<file path="src/rtl/mem_pkg.sv">
// mem_pkg: shared types and constants for the memory responder slice.
//   mem_state_t : responder FSM states
//   word_t      : 32-bit memory word
//   MAX_WAIT    : largest supported wait-state count (sizes the wait counter)
package mem_pkg;

  typedef enum logic [1:0] {IDLE, WAITING, RESP} mem_state_t;

  typedef logic [31:0] word_t;

  localparam int MAX_WAIT = 15;

endpackage

</file>
<file path="src/rtl/mem_array.sv">
// mem_array: DEPTH x 32 storage.
//   One synchronous write port, shared between the access path and the
//   preload path (the access path wins if both strobe), and one
//   combinational read port.
// Ports:
//   clk                          clock
//   acc_we, acc_idx, acc_data    committed access write
//   load_we, load_idx, load_data preload write (already qualified by caller)
//   raddr, rdata                 combinational read
module mem_array
  import mem_pkg::*;
#(
  parameter int DEPTH = 64,
  parameter int AW    = $clog2(DEPTH)
) (
  input  logic          clk,
  input  logic          acc_we,
  input  logic [AW-1:0] acc_idx,
  input  word_t         acc_data,
  input  logic          load_we,
  input  logic [AW-1:0] load_idx,
  input  word_t         load_data,
  input  logic [AW-1:0] raddr,
  output word_t         rdata
);

  word_t mem [DEPTH];

  // NOTE: storage has no reset on purpose; contents must survive a reset
  // pulse, and a resettable array would not map onto RAM.
  always_ff @(posedge clk) begin
    if (acc_we) begin
      mem[acc_idx] <= acc_data;
    end else if (load_we) begin
      mem[load_idx] <= load_data;
    end
  end

  assign rdata = mem[raddr];

endmodule

</file>
<file path="src/rtl/mem_responder.sv">
// mem_responder: slave end of the multicycle core's memory interface.
//   Accepts one read/write at a time, answers with a one-cycle ready pulse
//   WAIT+1 cycles after the accept edge, flags misaligned/out-of-range
//   accesses on err, and counts committed writes.
// Ports:
//   clk, reset                       clock, async active-high reset
//   req, we, addr, wdata             request (captured at accept)
//   rdata, ready, err                registered response (one cycle)
//   wr_count                         committed-write counter, wraps
//   load_en, load_addr, load_data    preload port (IDLE with req=0 only)
module mem_responder
  import mem_pkg::*;
#(
  parameter int DEPTH = 64,
  parameter int WAIT  = 2
) (
  input  logic                     clk,
  input  logic                     reset,
  input  logic                     req,
  input  logic                     we,
  input  logic [31:0]              addr,
  input  logic [31:0]              wdata,
  output logic [31:0]              rdata,
  output logic                     ready,
  output logic                     err,
  output logic [15:0]              wr_count,
  input  logic                     load_en,
  input  logic [$clog2(DEPTH)-1:0] load_addr,
  input  logic [31:0]              load_data
);

  localparam int AW = $clog2(DEPTH);
  localparam int CW = $clog2(MAX_WAIT + 1);
  localparam logic          ZERO_WAIT = (WAIT == 0);
  localparam logic [CW-1:0] CNT_LOAD  = (WAIT > 0) ? CW'(WAIT - 1) : '0;

  mem_state_t    state, state_next;
  logic [CW-1:0] cnt;
  logic          cap_we, cap_bad;
  logic [AW-1:0] cap_idx;
  word_t         cap_wdata;

  logic          accept, in_bad, cnt_done, enter_resp;
  logic          resp_we, resp_bad;
  logic [AW-1:0] in_idx, resp_idx;
  word_t         resp_wdata, mem_rdata;
  logic          acc_we, load_we;

  assign accept   = req && (state == IDLE || state == RESP);
  assign in_bad   = (addr[1:0] != 2'b00) || ({2'b00, addr[31:2]} >= 32'(DEPTH));
  assign in_idx   = addr[AW+1:2];
  assign cnt_done = (state == WAITING) && (cnt == '0);

  // With zero wait states the accept edge is also the RESP-entry edge, so the
  // live request fields are used instead of the captured ones.
  assign enter_resp = cnt_done || (ZERO_WAIT && accept);
  assign resp_we    = cnt_done ? cap_we    : we;
  assign resp_bad   = cnt_done ? cap_bad   : in_bad;
  assign resp_idx   = cnt_done ? cap_idx   : in_idx;
  assign resp_wdata = cnt_done ? cap_wdata : wdata;

  // A write commits on the edge that enters RESP; bad accesses never commit.
  assign acc_we  = enter_resp && resp_we && !resp_bad;
  assign load_we = load_en && (state == IDLE) && !req;

  mem_array #(.DEPTH(DEPTH), .AW(AW)) u_mem (
    .clk       (clk),
    .acc_we    (acc_we),
    .acc_idx   (resp_idx),
    .acc_data  (resp_wdata),
    .load_we   (load_we),
    .load_idx  (load_addr),
    .load_data (load_data),
    .raddr     (resp_idx),
    .rdata     (mem_rdata)
  );

  always_ff @(posedge clk or posedge reset) begin
    if (reset) state <= IDLE;
    else       state <= state_next;
  end

  // NOTE: every combinational output gets a default first so no path can
  // leave it unassigned and infer a latch.
  always_comb begin
    state_next = state;
    unique case (state)
      IDLE:    if (req) state_next = ZERO_WAIT ? RESP : WAITING;
      WAITING: if (cnt == '0) state_next = RESP;
      RESP:    if (req) state_next = ZERO_WAIT ? RESP : WAITING;
                else     state_next = IDLE;
      default: state_next = IDLE;
    endcase
  end

  // NOTE: registered state uses non-blocking assignments so every flop sees
  // the pre-edge value of its neighbours.
  always_ff @(posedge clk or posedge reset) begin
    if (reset) begin
      cnt       <= '0;
      cap_we    <= 1'b0;
      cap_bad   <= 1'b0;
      cap_idx   <= '0;
      cap_wdata <= '0;
      ready     <= 1'b0;
      err       <= 1'b0;
      rdata     <= '0;
      wr_count  <= '0;
    end else begin
      if (accept) begin
        cap_we    <= we;
        cap_bad   <= in_bad;
        cap_idx   <= in_idx;
        cap_wdata <= wdata;
        cnt       <= CNT_LOAD;
      end else if (state == WAITING && cnt != '0) begin
        cnt <= cnt - 1'b1;
      end

      ready <= enter_resp;
      err   <= enter_resp && resp_bad;
      rdata <= (enter_resp && !resp_we && !resp_bad) ? mem_rdata : '0;

      if (acc_we) wr_count <= wr_count + 16'd1;
    end
  end

endmodule

</file>
<file path="config.mk">
export PLATFORM = sky130hd
export DESIGN_NAME = mem_responder
export DESIGN_NICKNAME = d
export VERILOG_FILES = /design/src/rtl/mem_pkg.sv /design/src/rtl/mem_array.sv /design/src/rtl/mem_responder.sv
export SDC_FILE = /design/constraint.sdc
export NUM_CORES = 2
export LEC_CHECK = 0
export BUFFER_PORTS_ARGS = -buffer_cell sky130_fd_sc_hd__clkbuf_2
export CAP_MARGIN = 40
export CORE_MARGIN = 4
export CORE_UTILIZATION = 30
export DETAILED_ROUTE_END_ITERATION = 6
export SLEW_MARGIN = 15
export SYNTH_ARGS = -nofsm -noshare
export SYNTH_HDL_FRONTEND = slang
export SYNTH_HIERARCHICAL = 1
export SYNTH_SLANG_ARGS = --single-unit
export TNS_END_PERCENT = 100
</file>
<file path="constraint.sdc">
create_clock -name clk -period 4.7 [get_ports clk]
set_clock_uncertainty 0.15 [all_clocks]
set_input_delay 0.94 -clock clk [delete_from_list [all_inputs] [get_ports clk]]
set_output_delay 0.94 -clock clk [all_outputs]
set_load 0.01 [all_outputs]
</file>
# After elaboration in Yosys (flattened, before gate mapping)
# Memory sizes are Yosys's and may differ from the RTL's.
# Index checks and enable logic that the tools add are counted.
# op_classes
n_addsub,2
n_lt_le_gt_ge,1
eq_ne,4
mux,19
n_reduce_logical,22
# ops
op,count
$mux W32,3
$reduce_or A32 Y1,1
$ge A30 B7 Y1 const B,1
$add A16 B1 Y16 const B,1
$mux W6,2
$logic_and A1 B1 Y1,10
$mux W1,9
$mux W4,2
$pmux W2 S3,1
$logic_not A4 Y1,1
$mux W2,2
$ne A2 B2 Y1 const B,2
$reduce_bool A2 Y1,2
$reduce_bool A4 Y1,1
$sub A4 B1 Y4 const B,1
$logic_not A1 Y1,3
$eq A2 B1 Y1 const B,1
$eq A2 B2 Y1 const B,1
$logic_not A2 Y1,1
$logic_or A1 B1 Y1,2
$reduce_and A2 Y1,1
# totals
register_bits,96
mem_bits_rw,2048
inputBits,107
out_inout_bits,50
n_memories,1
# mem_list
memory,depth,word_bits,read_ports,rd_clocked_by_memory_dff,wr,line_no,text
u_mem.mem,64,32,1,0,1,mem_array.sv:27,word_t mem [DEPTH];

# Depth between registers and ports, before layout
# depth
depth_word,9
depth_mapped,18
ltp_nobuf,13

# Modules after synthesis
# Netlist, hierarchy kept.
# by_module_without_submodules
module,instances,cells_each,area_each_um2,seq_area_each_um2
mem_array,1,3384,78829.4,61499.0
mem_responder,1,467,4131.5,2402.3

# Least setup slack after synthesis
# Ideal clock, no wire load.
# synth_path
kind,register to register
startpoint,reg cnt[0]
endpoint,"mem u_mem/mem[10][0] in the netlist's numbering, enable pin"
arrival_time_ps,3954
required_time_ps,4129
path_slack_ps,175
stages_incl_launch_ff,13
synth_period_minus_slack_ps,4525
path_cell_list,dfrtp_1 > inv_1 > ha_1 > or3b_1 > buf_6 > nor2_1 > nand2b_1 > clkbuf_1 > clkbuf_1 > nand2_1 > nand2_1 > nand2_1 > nor2_1
# synth_via
elab_chain_cells,9
# synth_lines
element,line_no,text
"start, declared",mem_responder.sv:38,logic [CW-1:0] cnt;
"start signal, assigned",mem_responder.sv:117,cnt <= cnt - 1'b1;
$logic_not A4 Y1 *,mem_responder.sv:52,assign cnt_done = (state == WAITING) && (cnt == '0);
$logic_and A1 B1 Y1 *,mem_responder.sv:52,
$mux W1 (on tied branches),"mem_responder.sv:57, mem_responder.sv:58",
$logic_and A1 B1 Y1 or $logic_not A1 Y1 (tied branches),mem_responder.sv:63,assign acc_we = enter_resp && resp_we && !resp_bad;
$logic_and A1 B1 Y1 *,mem_responder.sv:63,
named net acc_we,mem_responder.sv:47,"logic acc_we, load_we;"
$mux W1,mem_array.sv:32,if (acc_we) begin
$mux W1 (implied by the code),mem_array.sv:35,mem[load_idx] <= load_data;
$reduce_or A32 Y1 (no source line),n/a,
$mux W6 (no source line) or $mux W1 (tied branches),n/a,
"end, declared",mem_array.sv:27,
# Mark *: on every way through the listed nets, which the timed path passes. The rest lies on a longest branch.

# Final worst setup path
# layout_path
startpoint,reg cnt[0]
endpoint,reg rdata[13]
# layout_rtl
element,line_no,text
$logic_not A4 Y1,mem_responder.sv:52,
$logic_and A1 B1 Y1,mem_responder.sv:52,
$mux W6,mem_responder.sv:59,assign resp_idx = cnt_done ? cap_idx : in_idx;
named net resp_idx[1],mem_responder.sv:45,"logic [AW-1:0] in_idx, resp_idx;"
$mem_v2 Z64 W32,n/a,
named net mem_rdata[13],mem_responder.sv:46,"word_t resp_wdata, mem_rdata;"
$mux W32,mem_responder.sv:122,rdata <= (enter_resp && !resp_we && !resp_bad) ? mem_rdata : '0;
"end signal, assigned",mem_responder.sv:122,
"end, declared",mem_responder.sv:23,"output logic [31:0] rdata,"
# The timed path passes the listed nets, and every way through them passes these cells.
# A chain may end at the register's enable or synchronous reset.

==> metrics.md <==
| Metric | Value |
|---|---|
| FF+latch count, synth | `between 2000 and 2500` |
| Routed WL | `about 230 mm` |
| CP endpoint kind | `register` |
| CP startpoint kind | `register` |
| Mapped Area | `83000 um^2` |
| Async S/R FF share, synth | `0.0448` |
| DP Cell Count | `just under 8000` |
| First-pass GRT wire length | `around 320 mm` |
| Critical Path AT | `around 5 ns` |
| Initial Utilization | `0.302` |
| Worst vdd ir | `about 0.48 mV` |
| Fin crit period | `around 4.4 ns` |
| Setup bufs post-CTS | `0` |
| Number of synthesized flops with an enable pin | `2048` |
| H-Tree Depth | `4` |
| Library cells used by synthesis | `56` |
| Routing usage on met2 | `0.251` |
| DP HPWL | `137 mm` |
| Synth Instances | `3851` |
| Yosys warns | `6` |
| Final Slew Violations | `0` |
| Chip Width | `~530 um` |
| Core Util, Final | `0.357` |
| Seq/Total Area, Yosys | `0.770` |
| GRT overflow | `0` |
| Final worst-path cycle share | `0.941` |
| Most frequent cells in the layout | `edfxtp_1 (2048), mux4_2 (511), nand2_1 (319)` |
| Fill cell count | `about 25000` |
| DRT antenna net count | `0` |
| Layout cells sized above 1 | `0.323` |
| All-layer global routing usage | `0.157` |
| DRC | `0` |
| Post-DP Area | `between 90000 and 100000 um^2` |
| Largest net degree at the start of global routing | `89` |
| Initial antenna violation count | `9` |
| # port buffers | `between 150 and 200` |
| Area of the die | `roughly 290000 um^2` |
| Global placement routability congestion | `about 0.81` |
| Fin. Hold Viols | `0` |
| Final Instance Count excl. Fillers | `8189` |
| Max Buffers Root-to-Sink | `3` |
| Final setup fails | `0` |
| Met1 usage in global routing | `0.220` |
| Die Height | `about 530 um` |
| Drt initial violations | `slightly below 5000` |
| TritonCTS clock tree | `yes` |
| Vias | `between 40000 and 50000` |
| Max-cap violation count | `0` |
| Row cnt | `192` |
| Status | `finished, final reports clean` |
| Cts bufs inserted | `a little over 200` |
| Commonest non-fill, non-tap cell in the layout | `edfxtp_1` |
| Pleak | `approximately 32 nW` |
| Crit path kind | `reg -> reg` |
| Worst Path Required | `~5.3 ns` |
| NumNets Final | `between 4000 and 5000` |
| RSZ-0062 raised after global routing | `false` |
| CTS Root Cell | `clkbuf_16` |
| Area growth from synthesis to layout | `18.2%` |
| Core area | `roughly 270000 um^2` |
| Via/cell ratio | `5.11` |
| Worst Hold Class | `in -> reg` |
| Avg Inst Size Synth | `~22 um^2` |
| First-pass DRT Iterations | `7` |
| Clock slew at reported path FFs | `around 0.070 ns` |
| Clk Latency, worst-skew pair | `approximately 0.86 ns` |
| Worst Tran Pin Value | `0.910 ns` |
| Fin area | `98000 um^2` |
| Hold Worst Slack | `0.147 ns` |
| Rel. slew slack | `0.393` |
| M3 GR Usage | `0.0282` |
| Peak fanout along the critical path | `25` |
| Grt peak-use layer | `met2` |
| Tot Pwr | `52.3 mW` |
| Syn nets | `3961` |
| P per Cell Area | `roughly 530 nW/um^2` |
| Io pins | `157` |
| Post-detailed-route wirelength per cell | `between 20 and 30 um` |
| Max Clock Freq | `~230 MHz` |
| Vias in the first global route | `42200` |
| CTS sink cnt | `between 2000 and 2500` |
| Top_reg_cell synth | `edfxtp_1` |
[worst paths after layout]
check / from / cells after the start / slack, ns / to
max in group asynchronous: reset / 4 / 3.13 / rdata[30]
max reg2reg: cnt[0] / 18 / 0.28 / rdata[13]
min: wdata[10] / 3 / 0.15 / cap_wdata[10]
max: cnt[0] / 18 / 0.28 / rdata[13]
min in group asynchronous: reset / 3 / 0.46 / rdata[9]
min reg2reg: cap_wdata[9] / 2 / 0.33 / cap_wdata[9]
[metrics by stage]
step,TNS (ns),worst slack (ns)
after global routing,0,0.000456
after CTS,0,0.0458
after floorplan,0,0.175
after global placement,-0.00874,-0.00874
final,0,0.276
after detailed placement,0,0.101
[kinds of logic after synthesis]
kind of cell	synth area share
and+or+nand+nor	0.0282
AOI/OAI and AO/OA	0.0288
DFF	0.770
adders and majority gates	0.000453
xor gates and xnor gates	0.00190
muxes	0.155
buffers and inverters	0.0152
[Yosys cell counts (7+ instances only)]
library cell  count  area [um^2]
edfxtp_1       2048        61500
mux4_2          511        11500
nand2_1         356         1340
mux2i_1         134         1340
dfrtp_1          96         2400
nor2_1           78          293
clkbuf_1         77          289
a22o_1           63          552
buf_2            61          305
a221oi_2         50          751
a21oi_1          47          235
buf_4            36          270
and2_1           34          213
buf_6            29          327
a22oi_1          21          158
o22ai_1          21          131
a211oi_1         20          150
nor3_1           15         75.1
a221oi_1         13          114
nand3_1          13         65.1
inv_1            11         41.3
o221ai_1         11         96.3
xnor2_1          11         96.3
a311oi_1         10         87.6
nand2b_1          8         50.1
xor2_1            7         61.3
[repair_timing]
action / 4_1_cts / 5_1_grt
resized for setup: 0 / 10
hold buffers: 1 / 0
endpoints found under the setup margin: 0 / 7
hold endpoints to repair: 8 / 0
[cell type report]
cell class              instances  area, um^2  share of cell area
repair buffers                470        4380              0.0447
clock inverters               109        1020              0.0104
flip-flops and latches       2144       63900               0.652
multi-input cells            1486       18500               0.189
inverters                      12        50.0            0.000511
well taps                    3686        4610              0.0471
diodes                          7        17.5            0.000179
clock buffers                 275        5550              0.0566
[power breakdown]
group / leakage (nW) / switching, mW / internal, mW
clock network: 3.16 / 7.16 / 8.89
logic: 8.72 / 8.24 / 4.66
registers: 19.7 / 0.122 / 23.2
[worst max-delay path, stage by stage (launching register included)]
cell,delay (ns)
dfrtp_1,0.35
inv_1,0.08
ha_1,0.21
nor3b_1,0.13
nand2_1,0.13
buf_4,0.31
nand2_1,0.14
nand2_4,0.23
buf_12,0.23
buf_12,0.23
buf_12,0.24
buf_4,0.20
mux4_2,0.31
mux2i_1,0.28
mux2i_1,0.27
a21oi_2,0.32
buf_4,0.17
a221oi_2,0.03
and2_1,0.18
[sequential cells by signal (all words and copies together), names as in the netlist, 2 cells and up]
name       cells
cnt            4
state          2
u_mem/mem   2048
wr_count      16
cap_idx        6
cap_wdata     32
rdata         32
[per-layer routing]
| layer | vias up | share of wire |
|---|---|---|
| li1 | 17000 | - |
| met1 | 22600 | 0.41 |
| met2 | 1976 | 0.47 |
| met3 | 305 | 0.084 |
| met4 | 2 | 0.027 |
| met5 | - | 0.000057 |
No activity file was read; power rests on OpenSTA's default activity.
